==> src/rtl/cpu_io_pkg.sv <==
// Shared constants for CPU-side serial/parallel I/O blocks.
// Defines the serial word width, status field offsets and ser lane IDs.
package cpu_io_pkg;

    localparam int SER_WIDTH  = 32;

    // Status word layout: [15]=ovf, [14]=unf, [AW:0]=level,
    // bit index (6 bits) directly above level, zero padding above that.
    localparam int STATUS_W   = 16;
    localparam int STATUS_OVF = 15;
    localparam int STATUS_UNF = 14;
    localparam int STATUS_BIW = 6;

    typedef enum logic [1:0] {
        SER_LANE0 = 2'd0,
        SER_LANE1 = 2'd1,
        SER_LANE2 = 2'd2
    } ser_lane_e;

    function automatic int status_pad_w(input int aw);
        return STATUS_W - 2 - STATUS_BIW - (aw + 1);
    endfunction

endpackage

==> src/rtl/sync_fifo_ptr.sv <==
// Pointer, count and registered full/empty logic for a synchronous FIFO.
// Ports: clk, rst, clear, push, pop in; push_ok, pointers, count, flags out.
module sync_fifo_ptr #(
    parameter int DEPTH = 16,
    parameter int AW    = $clog2(DEPTH)
) (
    input  logic          clk,
    input  logic          rst,
    input  logic          clear,
    input  logic          push,
    input  logic          pop,
    output logic          push_ok,
    output logic [AW-1:0] wr_ptr,
    output logic [AW-1:0] rd_ptr,
    output logic [AW-1:0] rd_ptr_nxt,
    output logic [AW:0]   count,
    output logic [AW:0]   count_nxt,
    output logic          full,
    output logic          empty
);

    logic          pop_ok;
    logic [AW-1:0] wr_ptr_nxt;

    // A push into a full FIFO is still accepted when a pop frees the
    // head slot in the same cycle.
    assign pop_ok  = pop && !empty && !clear;
    assign push_ok = push && (!full || pop_ok) && !clear;

    always_comb begin
        wr_ptr_nxt = wr_ptr + AW'(push_ok);
        rd_ptr_nxt = rd_ptr + AW'(pop_ok);
        count_nxt  = count + (AW+1)'(push_ok) - (AW+1)'(pop_ok);
        if (clear) begin
            wr_ptr_nxt = '0;
            rd_ptr_nxt = '0;
            count_nxt  = '0;
        end
    end

    always_ff @(posedge clk) begin
        if (rst) begin
            wr_ptr <= '0;
            rd_ptr <= '0;
            count  <= '0;
            full   <= 1'b0;
            empty  <= 1'b1;
        end else begin
            wr_ptr <= wr_ptr_nxt;
            rd_ptr <= rd_ptr_nxt;
            count  <= count_nxt;
            full   <= (count_nxt == (AW+1)'(DEPTH));
            empty  <= (count_nxt == '0);
        end
    end

endmodule

==> src/rtl/cpu_ser_fifo.sv <==
// Word-to-bit serial FIFO feeding one CPU ser[] lane, MSB first by default.
// Ports: wr_en/wr_data/full push side; rd_bit/ser/flush/empty CPU side;
// level, status, ovf, unf readback. Macro CPU_SER_FIFO_LSB_FIRST_EN
// switches bit order to LSB first.
module cpu_ser_fifo
    import cpu_io_pkg::*;
#(
    parameter int DEPTH = 16,
    parameter int WIDTH = SER_WIDTH,
    parameter int AW    = $clog2(DEPTH)
) (
    input  logic             clk,
    input  logic             rst,
    input  logic             wr_en,
    input  logic [WIDTH-1:0] wr_data,
    output logic             full,
    input  logic             rd_bit,
    output logic             ser,
    input  logic             flush,
    output logic             empty,
    output logic [AW:0]      level,
    output logic [15:0]      status,
    output logic             ovf,
    output logic             unf
);

    localparam int BW   = $clog2(WIDTH);
    localparam int PADW = status_pad_w(AW);

    logic [WIDTH-1:0] mem [DEPTH];
    logic [BW-1:0]    bit_idx;
    logic [BW-1:0]    bit_nxt;
    logic             pop_bit;
    logic             word_pop;
    logic             push_ok;
    logic [AW-1:0]    wr_ptr;
    logic [AW-1:0]    rd_ptr;
    logic [AW-1:0]    rd_ptr_nxt;
    logic [AW:0]      count;
    logic [AW:0]      count_nxt;
    logic             bypass;
    logic [WIDTH-1:0] head_nxt;
    logic             ser_nxt;

    assign pop_bit  = rd_bit && !empty && !flush;
    assign word_pop = pop_bit && (bit_idx == BW'(WIDTH-1));

    sync_fifo_ptr #(
        .DEPTH(DEPTH),
        .AW   (AW)
    ) u_ptr (
        .clk       (clk),
        .rst       (rst),
        .clear     (flush),
        .push      (wr_en),
        .pop       (word_pop),
        .push_ok   (push_ok),
        .wr_ptr    (wr_ptr),
        .rd_ptr    (rd_ptr),
        .rd_ptr_nxt(rd_ptr_nxt),
        .count     (count),
        .count_nxt (count_nxt),
        .full      (full),
        .empty     (empty)
    );

    always_comb begin
        bit_nxt = bit_idx;
        if (flush) begin
            bit_nxt = '0;
        end else if (word_pop) begin
            bit_nxt = '0;
        end else if (pop_bit) begin
            bit_nxt = bit_idx + BW'(1);
        end
    end

    // When the word being written becomes the new head this cycle the
    // array has not been updated yet, so take it straight from wr_data.
    assign bypass   = push_ok &&
                      ((count - (AW+1)'(word_pop)) == '0);
    assign head_nxt = bypass ? wr_data : mem[rd_ptr_nxt];

    always_comb begin
        ser_nxt = 1'b0;
        if (count_nxt != '0) begin
`ifdef CPU_SER_FIFO_LSB_FIRST_EN
            ser_nxt = head_nxt[bit_nxt];
`else
            ser_nxt = head_nxt[BW'(WIDTH-1) - bit_nxt];
`endif
        end
    end

    always_ff @(posedge clk) begin
        if (push_ok) begin
            mem[wr_ptr] <= wr_data;
        end
    end

    always_ff @(posedge clk) begin
        if (rst) begin
            bit_idx <= '0;
            ser     <= 1'b0;
            ovf     <= 1'b0;
            unf     <= 1'b0;
        end else begin
            bit_idx <= bit_nxt;
            ser     <= ser_nxt;
            if (flush) begin
                ovf <= 1'b0;
                unf <= 1'b0;
            end else begin
                ovf <= ovf | (wr_en && !push_ok);
                unf <= unf | (rd_bit && empty);
            end
        end
    end

    assign level  = count;
    assign status = {ovf, unf, {PADW{1'b0}},
                     STATUS_BIW'(bit_idx), count};

endmodule
==> config.mk <==
export PLATFORM = sky130hd
export DESIGN_NAME = cpu_ser_fifo
export DESIGN_NICKNAME = d
export VERILOG_FILES = /design/src/rtl/cpu_io_pkg.sv /design/src/rtl/sync_fifo_ptr.sv /design/src/rtl/cpu_ser_fifo.sv
export SDC_FILE = /design/constraint.sdc
export NUM_CORES = 1
export LEC_CHECK = 0
export ABC_CLOCK_PERIOD_IN_PS = 8430
export CAP_MARGIN = 0
export CORE_ASPECT_RATIO = 1.2
export CORE_MARGIN = 8
export CORE_UTILIZATION = 50
export CTS_CLUSTER_SIZE = 14
export DETAILED_ROUTE_END_ITERATION = 16
export PLACE_DENSITY = 0.67
export SETUP_SLACK_MARGIN = 0.2
export SYNTH_ARGS = -nofsm -noshare
export SYNTH_HDL_FRONTEND = slang
export SYNTH_HIERARCHICAL = 1
export SYNTH_SLANG_ARGS = --single-unit
==> constraint.sdc <==
create_clock -name clk -period 8.43 [get_ports clk]
set_input_delay 1.686 -clock clk [delete_from_list [all_inputs] [get_ports clk]]
set_output_delay 1.686 -clock clk [all_outputs]
set_load 0.005 [all_outputs]
==> results.toml <==
[status]
status = "complete, no violations"

[timing]
fmax_mhz = 162.7
whs_ns = 0.5270
slew-limit-headroom_pct = 2.988
grt_setup_unrepaired = "false"
worst_slack_ns = 2.285
maxSlewViolCount = 0
finalCriticalPeriod_ns = 6.145
setup_violations = 0
fin_crit_sh_pct = 72.89
fin_setup_tns_ns = 0
hold_viol = 0
tightest_slew_ns = 1.446
fin_skew_ns = 0.01316

[setup_path]
rr_endpoint = "ser"
cp_common_cell = "nor2_1"
path_class = "in2reg"
slowest_stage = "nor2_4"
setup.worst_path.end = "ser"
rrSetupSlack_ns = 3.09
worst_setup_path_end_kind = "flip-flop"
critical_path.startpoint = "rd_bit"
r2r_cells = 19
required_ns = 8.90
cp_max_fo = 32
start_kind = "primary input"
critPathMaxStageDelay_ns = 0.83
path_cells = "clkdlybuf4s50_1 -> nor2b_1 -> nand2_1 -> nor2_1 -> nand2b_1 -> nor2_1 -> ha_1 -> ha_1 -> xnor2_1 -> nor2_4 -> buf_4 -> nand2b_1 -> nor2_1 -> nor3_1 -> a221oi_1 -> a2111oi_0 -> nor4_1 -> o32ai_1"
arrival_ns = 6.62
worstReg2RegStart = "bit_idx[0]"

[final_layout]
synthToLayoutAreaGrowth_pct = 13.63
fin_nets = 1212
fin_cells = 1755
drive_above_1_share_pct = 22.38

[logic_synthesis]
syn_area_per_cell_um2 = 19.83
synthCells = 1079
synth-edff-count = 512
synth_common_cells = "512 x edfxtp_1, 129 x mux4_2, 51 x nor2_1"
yosysMostFrequentCell = "edfxtp_1"
synth.distinct_cells = 57
ys_seq_area_share_pct = 74.00
synthFlopType = "edfxtp_1"
ys_ff_latch = 535
ys_async_sr_fraction_pct = 0
yosysWarnings = 6
synth_area_leaders = "edfxtp_1 72%, mux4_2 14%, dfxtp_1 2.2%, mux2i_1 1.6%, nor2_1 0.89%"
synth_top_area_share_pct = 71.85
syn_area_mm2 = 0.02140
synth_top_cell_by_area = "edfxtp_1"

[grt]
grt_pass1_wl_mm = 72.70
grt_pass1_vias = 11105
grt-ovfl-total = 0
grt_antenna_before_repair = 2
grt_max_degree = 53
grt_use_total_pct = 19.75

[detailed_routing]
wl_mm = 48.81
drc = 0
vias = 10830
ant_nets = 0
drt_iter0_drc = 1048
drtPass1Iterations = 5
vias_per_cell = 6.171
wire_per_inst_um = 27.81

[floorplanning]
die-area_mm2 = 0.04970
fp.dieW_um = 204.8
start_util_pct = 50.38
rows = 83
pin_count = 63
die_y_um = 242.6
core_mm2 = 0.04247

[cts]
hold_buffers = 0
insertion_delay_ns = 0.57
clock_sinks = 535
root_buffer = "clkbuf_16"
cts_buffers = 50
tritoncts = "yes"
clk_pin_slew_worst_paths_ns = 0.06
post_cts_resized = 0
ctsLongestPathBuffers = 3
htreeDepth = 2
cts_setup_buffers = 0

[placed_design]
place_inst = 1662
io_buffer_count = 58
dp_hpwl_mm = 26.52
pre_cts_slack_ns = 1.825
place_congestion = 0.7621

[pwr]
power.leakage_nw = 7.368
irDropWorstVdd_uv = 147.2
p_per_area_mw_per_mm2 = 214.6

[min_path]
hp-class = "reg2reg"

[run]
cap_violations = 0
==> per-layer routing <==
layer	global-route usage, %	vias to the layer above	wire, µm
met3	3.425	87	3377
met2	32.85	423	24500
met5	0	-	12
met4	5.682	2	1258
met1	26.48	5700	19670
li1	-	4618	-
==> final cells by class <==
class	instances	area [µm²]
multi-input cells	467	5279
diodes	1	2.502
clock inverters	26	235.2
fillers	3072	18160
repair buffers	97	898.4
well taps	552	690.7
inverters	11	41.29
flip-flops and latches	535	15840
clock buffers	66	1333
==> through the flow <==
stage	power, mW	cell area (µm²)	utilization, %
after floorplan	3.029	21410	-
after global placement	3.103	22740	53.55
after detailed placement	3.107	22740	53.55
after CTS	5.253	24310	57.24
after global routing	5.360	24310	57.25
final	5.217	24310	57.25
==> logic make-up after synthesis <==
family / after synthesis / synth area share (%)
other: 1 / 0.01752
AND/OR/NAND/NOR: 170 / 3.929
AO/OA/AOI/OAI: 98 / 3.134
flip-flops: 535 / 74.00
XOR/XNOR: 9 / 0.3684
adder cells (fa/ha/maj): 13 / 0.7952
multiplexers: 173 / 15.69
buffers and inverters: 80 / 2.064
==> report_power, final <==
part	total [mW]	switching (mW)	internal, mW	leakage, nW
registers	2.93	0.00469	2.92	4.80
logic	0.124	0.0801	0.0441	1.81
clock network	2.17	0.931	1.24	0.763
==> registers in the layout, summed over array words and instances (netlist names) <==
name	cells
mem	512
bit_idx	5
u_ptr/count	5
u_ptr/rd_ptr	4
u_ptr/wr_ptr	4
ovf	1
ser	1
u_ptr/empty	1
u_ptr/full	1
unf	1
==> worst min-delay path by stage <==
stage,to,cells past startpoint,start
finish,unf,2,unf
global route,unf,2,unf
CTS,unf,2,unf
detailed placement,unf,2,unf
global placement,unf,2,unf
floorplan,u_ptr/rd_ptr[2],2,u_ptr/rd_ptr[2]
==> layout by cell type (no fill, tap or decap), types with 14 or more instances in the layout <==
| master | netlist | layout |
|---|---|---|
| nor2_1 | 51 | 37 |
| nand3_1 | 18 | 18 |
| clkbuf_1 | 20 | 15 |
| nor2_4 | 0 | 14 |
| buf_4 | 18 | 37 |
| edfxtp_1 | 512 | 512 |
| clkbuf_16 | 0 | 51 |
| mux2i_1 | 35 | 35 |
| clkdlybuf4s50_1 | 0 | 58 |
| nand2_1 | 27 | 27 |
| mux4_2 | 129 | 129 |
| nor3_1 | 22 | 18 |
| a21oi_1 | 27 | 27 |
| dfxtp_1 | 23 | 23 |
==> critical path: cells and delay by family <==
| family | cells | cell delay (ns) |
|---|---|---|
| adder cells (fa/ha/maj) | 2 | 0.35 |
| AND/OR/NAND/NOR | 10 | 2.36 |
| buffers and inverters | 2 | 1.02 |
| AO/OA/AOI/OAI | 3 | 1.06 |
| XOR/XNOR | 1 | 0.12 |
Power figures use the tool's default switching activity.
